File: src/rtl/sprite_blitter.sv
// Sprite erase/draw and full-screen clear engine feeding a VGA pixel-write port.
// Optional macro SPRITE_BLITTER_TRANSPARENCY_EN: sprite pixels equal to TRANSPARENT_COLOR show the background.
module sprite_blitter #(
  parameter int SPR_W    = 4,
  parameter int SPR_H    = 4,
  parameter int X_W      = 9,
  parameter int Y_W      = 8,
  parameter int SCREEN_W = 320,
  parameter int SCREEN_H = 240,
  parameter int COLOR_W  = 3,
  parameter logic [COLOR_W-1:0] TRANSPARENT_COLOR = '0,
  localparam int N  = SPR_W * SPR_H,
  localparam int AW = (N > 1) ? $clog2(N) : 1
) (
  input  logic               clk_i,
  input  logic               rst_i,
  input  logic               start_i,
  input  logic               erase_en_i,
  input  logic [X_W-1:0]     old_x_i,
  input  logic [Y_W-1:0]     old_y_i,
  input  logic [X_W-1:0]     new_x_i,
  input  logic [Y_W-1:0]     new_y_i,
  input  logic               clear_i,
  output logic [X_W-1:0]     bg_x_o,
  output logic [Y_W-1:0]     bg_y_o,
  input  logic [COLOR_W-1:0] bg_color_i,
  output logic [AW-1:0]      spr_addr_o,
  input  logic [COLOR_W-1:0] spr_color_i,
  output logic               plot_o,
  output logic [X_W-1:0]     x_out_o,
  output logic [Y_W-1:0]     y_out_o,
  output logic [COLOR_W-1:0] color_out_o,
  output logic               busy_o,
  output logic               done_o
);

  localparam logic [2:0] S_IDLE  = 3'd0;
  localparam logic [2:0] S_ERASE = 3'd1;
  localparam logic [2:0] S_DRAW  = 3'd2;
  localparam logic [2:0] S_CLEAR = 3'd3;
  localparam logic [2:0] S_FLUSH = 3'd4;

  localparam logic [X_W-1:0] SPR_XL = X_W'(SPR_W - 1);
  localparam logic [Y_W-1:0] SPR_YL = Y_W'(SPR_H - 1);
  localparam logic [X_W-1:0] SCR_XL = X_W'(SCREEN_W - 1);
  localparam logic [Y_W-1:0] SCR_YL = Y_W'(SCREEN_H - 1);
  localparam logic [X_W:0]   SCR_XN = (X_W+1)'(SCREEN_W);
  localparam logic [Y_W:0]   SCR_YN = (Y_W+1)'(SCREEN_H);

  logic [2:0]     state_q, state_d;
  logic [X_W-1:0] col_q, col_d;
  logic [Y_W-1:0] row_q, row_d;
  logic [AW-1:0]  sidx_q, sidx_d;
  logic [X_W-1:0] ox_q, ox_d, nx_q, nx_d;
  logic [Y_W-1:0] oy_q, oy_d, ny_q, ny_d;
  logic           fcnt_q, fcnt_d;
  logic           done_q, done_d;

  // [0]: stage-1 pixel is on screen, [1]: registered plot strobe
  logic [1:0]         vld_pipe_q;
  logic [X_W-1:0]     s1_x_q, x_q;
  logic [Y_W-1:0]     s1_y_q, y_q;
  logic               s1_spr_q;
  logic [COLOR_W-1:0] color_q, pix_color;

  logic           scan, inb, last_col, last_row;
  logic [X_W-1:0] org_x, lim_x;
  logic [Y_W-1:0] org_y, lim_y;
  logic [X_W:0]   sum_x;
  logic [Y_W:0]   sum_y;

  always_comb begin
    scan  = (state_q == S_ERASE) || (state_q == S_DRAW) || (state_q == S_CLEAR);
    org_x = (state_q == S_ERASE) ? ox_q : (state_q == S_DRAW) ? nx_q : '0;
    org_y = (state_q == S_ERASE) ? oy_q : (state_q == S_DRAW) ? ny_q : '0;
    // One extra bit keeps the carry so wrapped coordinates still clip
    sum_x = {1'b0, org_x} + {1'b0, col_q};
    sum_y = {1'b0, org_y} + {1'b0, row_q};
    inb   = (sum_x < SCR_XN) && (sum_y < SCR_YN);
    lim_x = (state_q == S_CLEAR) ? SCR_XL : SPR_XL;
    lim_y = (state_q == S_CLEAR) ? SCR_YL : SPR_YL;
    last_col = (col_q == lim_x);
    last_row = (row_q == lim_y);
  end

  assign bg_x_o     = scan ? sum_x[X_W-1:0] : '0;
  assign bg_y_o     = scan ? sum_y[Y_W-1:0] : '0;
  assign spr_addr_o = (state_q == S_DRAW) ? sidx_q : '0;
  assign busy_o     = (state_q != S_IDLE);
  assign done_o     = done_q;
  assign plot_o     = vld_pipe_q[1];
  assign x_out_o    = x_q;
  assign y_out_o    = y_q;
  assign color_out_o = color_q;

  always_comb begin
    state_d = state_q;
    col_d   = col_q;
    row_d   = row_q;
    sidx_d  = sidx_q;
    ox_d    = ox_q;
    oy_d    = oy_q;
    nx_d    = nx_q;
    ny_d    = ny_q;
    fcnt_d  = fcnt_q;
    done_d  = 1'b0;
    case (state_q)
      S_IDLE: begin
        col_d  = '0;
        row_d  = '0;
        sidx_d = '0;
        if (clear_i) begin
          state_d = S_CLEAR;
        end else if (start_i) begin
          ox_d = old_x_i;
          oy_d = old_y_i;
          nx_d = new_x_i;
          ny_d = new_y_i;
          state_d = erase_en_i ? S_ERASE : S_DRAW;
        end
      end
      S_ERASE, S_DRAW, S_CLEAR: begin
        if (state_q == S_DRAW) sidx_d = sidx_q + 1'b1;
        if (last_col) begin
          col_d = '0;
          if (last_row) begin
            row_d   = '0;
            sidx_d  = '0;
            fcnt_d  = 1'b0;
            state_d = (state_q == S_ERASE) ? S_DRAW : S_FLUSH;
          end else begin
            row_d = row_q + 1'b1;
          end
        end else begin
          col_d = col_q + 1'b1;
        end
      end
      S_FLUSH: begin
        fcnt_d = 1'b1;
        if (fcnt_q) begin
          state_d = S_IDLE;
          done_d  = 1'b1;
        end
      end
      default: state_d = S_IDLE;
    endcase
  end

  always_ff @(posedge clk_i or posedge rst_i) begin
    if (rst_i) begin
      state_q <= S_IDLE;
      col_q   <= '0;
      row_q   <= '0;
      sidx_q  <= '0;
      ox_q    <= '0;
      oy_q    <= '0;
      nx_q    <= '0;
      ny_q    <= '0;
      fcnt_q  <= 1'b0;
      done_q  <= 1'b0;
    end else begin
      state_q <= state_d;
      col_q   <= col_d;
      row_q   <= row_d;
      sidx_q  <= sidx_d;
      ox_q    <= ox_d;
      oy_q    <= oy_d;
      nx_q    <= nx_d;
      ny_q    <= ny_d;
      fcnt_q  <= fcnt_d;
      done_q  <= done_d;
    end
  end

`ifdef SPRITE_BLITTER_TRANSPARENCY_EN
  assign pix_color = (s1_spr_q && (spr_color_i != TRANSPARENT_COLOR)) ? spr_color_i : bg_color_i;
`else
  assign pix_color = s1_spr_q ? spr_color_i : bg_color_i;
`endif

  always_ff @(posedge clk_i or posedge rst_i) begin
    if (rst_i) begin
      vld_pipe_q <= '0;
      s1_x_q     <= '0;
      s1_y_q     <= '0;
      s1_spr_q   <= 1'b0;
      x_q        <= '0;
      y_q        <= '0;
      color_q    <= '0;
    end else begin
      vld_pipe_q <= {vld_pipe_q[0], scan && inb};
      if (scan) begin
        s1_x_q   <= sum_x[X_W-1:0];
        s1_y_q   <= sum_y[Y_W-1:0];
        s1_spr_q <= (state_q == S_DRAW);
      end
      if (vld_pipe_q[0]) begin
        x_q     <= s1_x_q;
        y_q     <= s1_y_q;
        color_q <= pix_color;
      end
    end
  end

endmodule

File: config.mk
export PLATFORM = sky130hd
export DESIGN_NAME = sprite_blitter
export DESIGN_NICKNAME = d
export VERILOG_FILES = /design/src/rtl/sprite_blitter.sv
export SDC_FILE = /design/constraint.sdc
export NUM_CORES = 1
export LEC_CHECK = 0
export ABC_AREA = 1
export CORE_ASPECT_RATIO = 0.9
export CORE_MARGIN = 5
export CORE_UTILIZATION = 35
export DETAILED_ROUTE_END_ITERATION = 6
export PLACE_DENSITY = 0.6
export SETUP_SLACK_MARGIN = 0.02
export SLEW_MARGIN = 20
export SYNTH_ARGS = -nofsm -noshare
export SYNTH_HDL_FRONTEND = slang
export SYNTH_SLANG_ARGS = --single-unit
File: constraint.sdc
create_clock -name clk_i -period 2.7 [get_ports clk_i]
set_clock_uncertainty 0.1 [all_clocks]
set_input_delay 0.27 -clock clk_i [delete_from_list [all_inputs] [get_ports clk_i]]
set_output_delay 0.27 -clock clk_i [all_outputs]
set_load 0.01 [all_outputs]
# == Yosys cells after proc, flatten, opt, wreduce, memory -nomap -nowiden ==
# Cells that the tools add are included.
# op_classes
reduce_logical,13
n_eq_ne,10
n_lt_le_gt_ge,2
mux,32
bitwise_logic,1
add_sub_neg,5
# op_table
op,count
$mux 8,6
$mux 9,5
$mux 3,7
$pmux 9 s2,1
$mux 4,4
$pmux 8 s2,1
$add 9x9->10,1
$lt 10x9->1 const B,1
$add 8x8->9,1
$add 9x1->9 const B,1
$eq 9x9->1,1
$lt 9x8->1 const B,1
$pmux 3 s3,1
$add 8x1->8 const B,1
$eq 8x8->1,1
$pmux 4 s2,1
$eq 3x2->1 const B,2
$ne 2x2->1 const B,3
$reduce_and 3->1,2
$add 4x1->4 const B,1
$mux 1,4
$reduce_and 4->1,1
$reduce_bool 2->1,2
$eq 3x1->1 const B,1
other kinds (11),13
# totals
word_cells,80
register_bits,100

# == Longest topological paths before layout ==
# logic_depth
ltp_word,7
mapped_depth,18
depth_no_buf,16

# == Least setup slack after synthesis ==
# No wires, ideal clock.
# synth_path
kind,reg-to-output
from,reg state_q[2]
to,out bg_y_o[6]
required_time_ns,2.330
stages_incl_launch_ff,16
arrival_time_ns,2.236
n_path_buf,3
slack_ns,0.094
path_cell_list,dfrtp_1 > buf_2 > nor2_1 > nand2_1 > buf_4 > buf_2 > o22ai_1 > ha_1 > fa_1 > nand2_1 > nand2_1 > nand3_1 > nand2_1 > nand2_1 > nand2_1 > nor2_1
# synth_via
elab_chain_cells,5
# synth_lines
element,line,source
from (decl),50,"logic [2:0] state_q, state_d;"
from (signal assigned),162,state_q <= state_d;
$eq 3x2->1,"73, 75",
$mux 8 (2 in a row),75,org_y = (state_q == S_ERASE) ? oy_q : (state_q == S_DRAW) ? ny_q : '0;
$add 8x8->9,78,"sum_y = {1'b0, org_y} + {1'b0, row_q};"
$mux 8 *,87,assign bg_y_o = scan ? sum_y[Y_W-1:0] : '0;
to (decl),25,"output logic [Y_W-1:0] bg_y_o,"
# Mark *: on every way between the ends. The rest lies on a longest branch, timed or not.

# == Worst setup path in the final report ==
# layout_path
from,reg state_q[2]
to,out bg_y_o[7]
# The elaborated chain is that of the path after synthesis.

==> run summary <==
The standard-cell row count is 42. The power per cell area is ~1200 nW/µm². The share of post-route cells with drive strength above 1 is 0.2846. The number of buffers and inverters on the critical path came out at 3. The cell area that synthesis handed to floorplanning was approximately 5300 µm². The pin count of the biggest net entering global routing came out at ~100. The floorplan die width came out at 139.6 µm.

Once layout is complete, the utilization of the core stands at 0.5247. The first global-routing pass estimated about 23 mm of wire. The internal cell power came out at between 0.005 and 0.006 W. The flow ran to the end, but the final reports show violations. Detailed placement finished with a half-perimeter wire length of approximately 9.9 mm. The total number of vias is approximately 4.8k. The maximum buffer depth of the clock tree is 2. The share of total power dissipated in combinational logic is 0.604. Counting flops with a built-in enable in the synthesized netlist gives 0.

The synthesis-stage register bit count is 100. The post-synthesis area per instance came out at 8.195 µm². The highest net fanout along the worst path is 6.

The total clock buffers created by CTS is 9. The dominant register cell in the synthesized netlist is sky130_fd_sc_hd__dfrtp_1. The post-detailed-routing wire length is about 14 mm.

The initial utilization of the core area, before any placement, comes to 0.3585. The DRC violation count after routing is 0. Dividing the detail-routed via count by the number of cells gives 4.808. The slowest cell on the critical path is sky130_fd_sc_hd__dfrtp_1. Summed over all instances, the cell type with the most area after synthesis is sky130_fd_sc_hd__dfrtp_1. The layout has ~1.3k filler cells. Across the VDD grid, the largest voltage drop is ~0.56 mV. The share of total power dissipated in sequential elements is 0.263. The clock-pin slew of the registers on the worst-case setup and hold paths is approximately 0.070 ns.

The antenna cell count is 0. slightly below 90 I/O pins were placed. The number of port buffers is 88. The number of nets in the synthesized netlist is 714.

The area of the core came out at between 10000 and 15000 µm². The area of the die is between 15000 and 20000 µm². The minimum clock period came out at approximately 2.8 ns.

The routability congestion estimate came out at about 0.93. The share of the yosys chip area belonging to registers is 0.4727. The detailed-router iteration count before antenna repair is 4. In this run the remaining antenna-violating nets after routing total 0. The total congestion overflow is 0. Setup repair after global routing could not meet its margin everywhere. Data on the critical path is required at its endpoint by around 2.3 ns.

The height of the die came out at between 100 and 150 µm. Once routing completed, OpenROAD measured the worst setup slack at -0.1389 ns. Synthesis produced a netlist whose cell count is about 650. For this design, the CTS-stage hold fixing added 0 buffers. The synthesis warning total came out at 0. The final net count came out at between 800 and 900.

Of the total power, the share spent switching nets is 0.4221. The CTS sink count is 100. The transition time at the pin with the least slew margin is approximately 0.83 ns. On the critical path the largest part of the delay comes from simple AND/OR/NAND/NOR gates. The area growth from synthesis to final layout is 46.35%. The tightest min-delay check is of the in2async type. The first routing iteration left between 200 and 300 violations. On the worst path, the slowest cell contributes a delay of approximately 0.43 ns. The signal arrival time at the worst endpoint came out at 2.47 ns.

The total count of max-transition violations in the final report is 0. The critical path goes through nor2_4 -> nand2_4 -> buf_8 -> buf_8 -> o22ai_4 -> ha_4 -> nand2_2 -> nand2_2 -> a21oi_2 -> nand2_1 -> nand2_1 -> nand2_2 -> nor2_2 -> buf_2. For this design the total switching power over the nets is between 0.003 and 0.004 W.

The final hold violation count is 0. The static power due to leakage came out at approximately 3.7 nW. The routed length per placed instance came out at 14.21 µm. The final cycle utilization of the critical path came out at 1.051. The relative slew slack came out at 0.4466. The final reports fail on negative setup slack.

The number of setup violations in the final report came out at 13. Timing would allow up to 352.2 MHz. STA classifies the critical path startpoint as a register. The max-capacitance violation count came out at 0. Across every metal layer, demand over resource in global routing totals 0.1604. The most common cell type on the critical path is sky130_fd_sc_hd__nand2_2. The worst setup path is captured at an output port. Clock tree synthesis selected as its root buffer the cell sky130_fd_sc_hd__clkbuf_16. The instance area at placement is about 6700 µm². The initial antenna violation count came out at 0. By startpoint and endpoint, the worst setup path is classified as reg2out. The share of synthesized flip-flops with an asynchronous set or reset is 1.000. The number of distinct standard cells referenced by the synthesized netlist came out at 35. The number of global-route vias before repair came out at 4727. The share of synthesized area in the top cell type comes to 0.4727.

Ranked by total cell area, the synthesized netlist is headed by sky130_fd_sc_hd__dfrtp_1, sky130_fd_sc_hd__nand2_1, sky130_fd_sc_hd__inv_1, sky130_fd_sc_hd__nor2_1, sky130_fd_sc_hd__ha_1. The H-tree depth reported by CTS came out at 3. Of the total power, the clock network draws 0.133. TritonCTS built the clock tree. The summed area of non-filler cells in the final layout is roughly 7700 µm². The later-pin clock latency in the skew report came out at roughly 0.35 ns.
-- area by class of cell --
type | instances | area, µm² | area share
Clock buffer | 9 | 225.2 | 0.02907
Clock inverter | 7 | 52.55 | 0.006783
Tap cell | 198 | 247.7 | 0.03198
Sequential cell | 100 | 2502 | 0.3230
Timing Repair Buffer | 152 | 1401 | 0.1809
Inverter | 90 | 341.6 | 0.04409
Multi-Input combinational cell | 436 | 2977 | 0.3842
-- power by group through the flow --
stage	clock [W]	sequential [W]	combinational (W)
after CTS	0.00126	0.00242	0.00509
after floorplan	0	0.00240	0.00245
after detailed placement	0	0.00243	0.00445
final	0.00122	0.00243	0.00557
after global routing	0.00133	0.00250	0.00610
after global placement	0	0.00240	0.00438
-- cell families after synthesis --
group / share of synthesized area
AO/OA/AOI/OAI: 0.1021
adder cells (fa/ha/maj): 0.05720
XOR/XNOR: 0.01820
multiplexers: 0.03191
AND/OR/NAND/NOR: 0.2356
flip-flops: 0.4727
buffers and inverters: 0.08225
-- synth_stat cells (9+ instances only) --
cell type	count
sky130_fd_sc_hd__nand4_1	10
sky130_fd_sc_hd__dfrtp_1	100
sky130_fd_sc_hd__o21ai_0	20
sky130_fd_sc_hd__inv_1	83
sky130_fd_sc_hd__buf_2	9
sky130_fd_sc_hd__nand2_1	136
sky130_fd_sc_hd__o22ai_1	19
sky130_fd_sc_hd__mux2_2	14
sky130_fd_sc_hd__ha_1	21
sky130_fd_sc_hd__nand3_1	32
sky130_fd_sc_hd__a21oi_1	45
sky130_fd_sc_hd__xor2_1	10
sky130_fd_sc_hd__nor2_1	82
-- timing repair --
action | in CTS | in global routing
cloned | 1 | 0
pin swaps | 18 | 40
endpoints found under the setup margin | 15 | 18
gates resized for setup | 130 | 71
buffers inserted | 10 | 6
-- registers in the layout, summed over array words and instances (netlist names) --
signal	cells
ox_q	9
state_q	3
col_q	9
fcnt_q	1
nx_q	9
color_out_o	3
ny_q	8
vld_pipe_q	2
s1_x_q	9
sidx_q	4
oy_q	8
x_out_o	9
s1_spr_q	1
y_out_o	8
done_o	1
s1_y_q	8
row_q	8
-- layer usage --
layer	share of wire	wire, µm	GRT usage	vias up
li1	-	-	-	2367
met5	0	0	0	-
met3	0.068	962	0.04479	17
met2	0.45	6351	0.2499	159
met1	0.47	6607	0.2212	2227
met4	0.013	177	0.04387	0
-- cell usage in the layout (no fill, tap or decap), types with 14 or more instances in the layout --
master,count
sky130_fd_sc_hd__mux2_2,14
sky130_fd_sc_hd__o21ai_0,16
sky130_fd_sc_hd__clkdlybuf4s50_1,73
sky130_fd_sc_hd__nand2_1,105
sky130_fd_sc_hd__inv_1,78
sky130_fd_sc_hd__nand3_1,25
sky130_fd_sc_hd__dfrtp_1,100
sky130_fd_sc_hd__a21oi_1,41
sky130_fd_sc_hd__nor2_1,73
sky130_fd_sc_hd__buf_4,52
sky130_fd_sc_hd__nand2_2,29
-- worst paths after layout --
path | slack [ns] | start | cells after the start | endpoint
setup / recovery | -0.14 | state_q[2]$_DFFE_PP0P_ | 14 | bg_y_o[7]
hold / removal | 0.32 | rst_i | 3 | color_out_o[1]$_DFFE_PP0P_
setup reg to reg | 0.08 | state_q[2]$_DFFE_PP0P_ | 18 | vld_pipe_q[0]$_DFF_PP0_
hold reg to reg | 0.37 | s1_x_q[2]$_DFFE_PP0N_ | 1 | s1_x_q[2]$_DFFE_PP0N_
max in group asynchronous | 1.75 | rst_i | 3 | oy_q[2]$_DFFE_PP0P_
min in group clk_i | 0.37 | s1_x_q[2]$_DFFE_PP0N_ | 1 | s1_x_q[2]$_DFFE_PP0N_
-- tightest hold or removal path, delay by kind of cell --
kind     cells  cell delay (ns)
buf+inv      3             0.94
-- stage by stage --
| stage | instances | setup WS, ns | total power, W | hold WS (ns) | TNS, ns |
|---|---|---|---|---|---|
| floorplan | 646 | 0.09377 | 0.004850 | 0.2519 | 0 |
| global placement | 960 | -0.3500 | 0.006784 | 0.3539 | -3.073 |
| detailed placement | 960 | -0.3721 | 0.006886 | 0.3599 | -3.721 |
| CTS | 987 | -0.1338 | 0.008771 | 0.3620 | -1.259 |
| global route | 992 | -0.2802 | 0.009923 | 0.3771 | -2.883 |
| finish | 992 | -0.1389 | 0.009221 | 0.3213 | -1.182 |
No activity file was read; power rests on OpenSTA's default activity.
==> RTL edit: new RTL, config.mk and constraints unchanged <==
Change the parameter `COLOR_W` from 3 to 6.
--- a/src/rtl/sprite_blitter.sv
+++ b/src/rtl/sprite_blitter.sv
@@ -8,5 +8,5 @@
   parameter int SCREEN_W = 320,
   parameter int SCREEN_H = 240,
-  parameter int COLOR_W  = 3,
+  parameter int COLOR_W  = 6,
   parameter logic [COLOR_W-1:0] TRANSPARENT_COLOR = '0,
   localparam int N  = SPR_W * SPR_H,
Interface: changed (resized bg_color_i, color_out_o and spr_color_i); port bits go from 89 to 98. No check against the original RTL was run, so the function may have changed too.
==> RTL edit against the unedited design <==
- sequential cell count grew 3
- worst setup slack lost 39 ps
- register-to-register slack lost 190 ps
- the run still ends with negative setup slack left
- largest cell class unchanged
- wire length grew 7.1%
- sequential power grew 2%
- combinational power grew 4%
- critical path depth is the same
- area after synthesis grew 3.1%
- count of clock-buffer cells in the layout grew 3
- power grew 3.8%
- final area grew 5.6%
- sequential share of layout area shrank 0.78 points
- critical path type unchanged
==> RTL edit: results (changes against the unedited design) <==
* Proportion of synthesized area in mux cells: 3.09% (was 3.19%)
- The total leakage power is 3.93 nW (was 3.69 nW).
- The xor-xnor portion of the synthesized cell area is 1.92% (was 1.82%).
* Quantity of gates resized following cts: 137 (was 130)
- Internal power: 5.69 mW (was 5.33 mW)
- The compound-gate portion of the synthesized area was 11.2% (was 10.2%).
- Clock tree buffer depth: 2 (unchanged)
* Peak supply drop: 474 uV (was 564 uV)
* Worst-path maximum fanout: 8 (was 6)
- First-pass GRT wire length: 24.6 mm (was 23.2 mm)
- The number of nets at the end of the flow is 896 (was 857).
* Post-layout worst setup margin: -178 ps (was -139 ps)
* Violations in the final reports: negative setup slack (unchanged)
- Number of port buffers: 97 (was 88)
- Number of global-route vias before repair: 5011 (was 4727)
- Total routed wire length on the met1 layer: 6.91 mm (was 6.61 mm)
- DR WL met2: 7.05 mm (was 6.35 mm)
- Met3 routing resource usage after global routing: 4.16% (was 4.48%)
* Power per cell area: 1170 nW/um^2 (was 1190 nW/um^2)
* Cell area reported after detailed placement: 6980 um^2 (was 6710 um^2)
* Setup violation total in the final timing report: 13 (unchanged)
* Global routing met2 resource utilization: 26.7% (was 25.0%)
- Top cells by instance count after synthesis: nand2_1 (131), dfrtp_1 (103), inv_1 (89), nor2_1 (87), a21oi_1 (44) (was nand2_1 (136), dfrtp_1 (100), inv_1 (83), nor2_1 (82), a21oi_1 (45)).
* Fraction of layout instances using a drive strength above 1: 28.2% (was 28.5%)
- Cell class contributing the biggest share of worst-path delay: buffers and inverters (was simple AND/OR/NAND/NOR gates)
- Post-synth net total: 728 (was 714)
* Library cells used by synthesis: 39 (was 35)
- Amount of wire on met3 after detailed routing: 911 um (was 962 um)
- The part of the Yosys area used for sequential elements is 47.2% (was 47.3%).
- The global router's overall resource usage was 16.7% (was 16.0%).
- Max-Slew Margin vs Limit: 57.9% (was 44.7%)
- The final RePlAce weighted congestion came to 0.854 (was 0.930).
* Adder and majority cell fraction of the synthesized area: 5.55% (was 5.72%)
- # Post-CTS Setup Buffers: 21 (was 10)
- Result of the run: finished with violations (unchanged)
- Share of Yosys cell area claimed by the top area cell type: 47.2% (was 47.3%)
- The mean number of vias per cell was 4.76 (was 4.81).
* Top post-synthesis cells by area: dfrtp_1 (47%), nand2_1 (9.0%), inv_1 (6.1%) (was dfrtp_1 (47%), nand2_1 (9.6%), inv_1 (5.9%))
* TritonRoute pass-1 iters: 4 (unchanged)
- Crit path DAT: 2510 ps (was 2470 ps)
* Met1 capacity usage during global routing: 22.8% (was 22.1%)
-- RTL edit: changes by cell type in the layout (fill, tap and decap cells not counted), sizes merged, moves of 5 or more --
cell,before,now
nand3,36,23
buf,76,95
clkdlybuf4s50,73,81
o21ai,28,35
nor2,85,90
nand2,141,135
-- RTL edit: worst paths after layout --
kind | start | end | slack (ps) | depth (start not counted)
worst max-delay path | state_q[1] | bg_x_o[8] | -180 | 14
worst min-delay path | rst_i | color_out_o[1] | 280 | 3
worst max register to register | state_q[1] | vld_pipe_q[0] | -110 | 19
worst min register to register | s1_x_q[4] | s1_x_q[4] | 380 | 1
max in group asynchronous | rst_i | sidx_q[0] | 1710 | 3
min in group clk_i | s1_x_q[4] | s1_x_q[4] | 380 | 1
-- RTL edit: power by group through the flow --
stage / registers, mW / clock network (mW) / logic (mW)
after global routing: 2.54 / 1.43 / 6.27
after global placement: 2.46 / 0 / 4.34
after floorplan: 2.46 / 0 / 2.40
after detailed placement: 2.48 / 0 / 4.42
after CTS: 2.46 / 1.38 / 5.21
final: 2.47 / 1.34 / 5.77
-- RTL edit: cell type report --
cell class / count / area share, %
clock inverter: 4 / 0.658
timing repair buffer: 178 / 20.5
multi-input combinational: 437 / 36.6
inverter: 93 / 4.44
clock buffer: 12 / 3.14
tap: 202 / 3.09
sequential: 103 / 31.5
-- RTL edit: through the flow --
step	power, mW	cells
finish	9.57	1029
global route	10.2	1029
CTS	9.06	1019
detailed placement	6.90	980
global placement	6.79	980
floorplan	4.86	654
-- RTL edit: logic make-up after synthesis --
kind of cell	count (synthesis)
xor gates and xnor gates	12
adders and majority gates	23
DFF	103
AOI/OAI and AO/OA	110
buffers and inverters	114
muxes	15
and+or+nand+nor	277
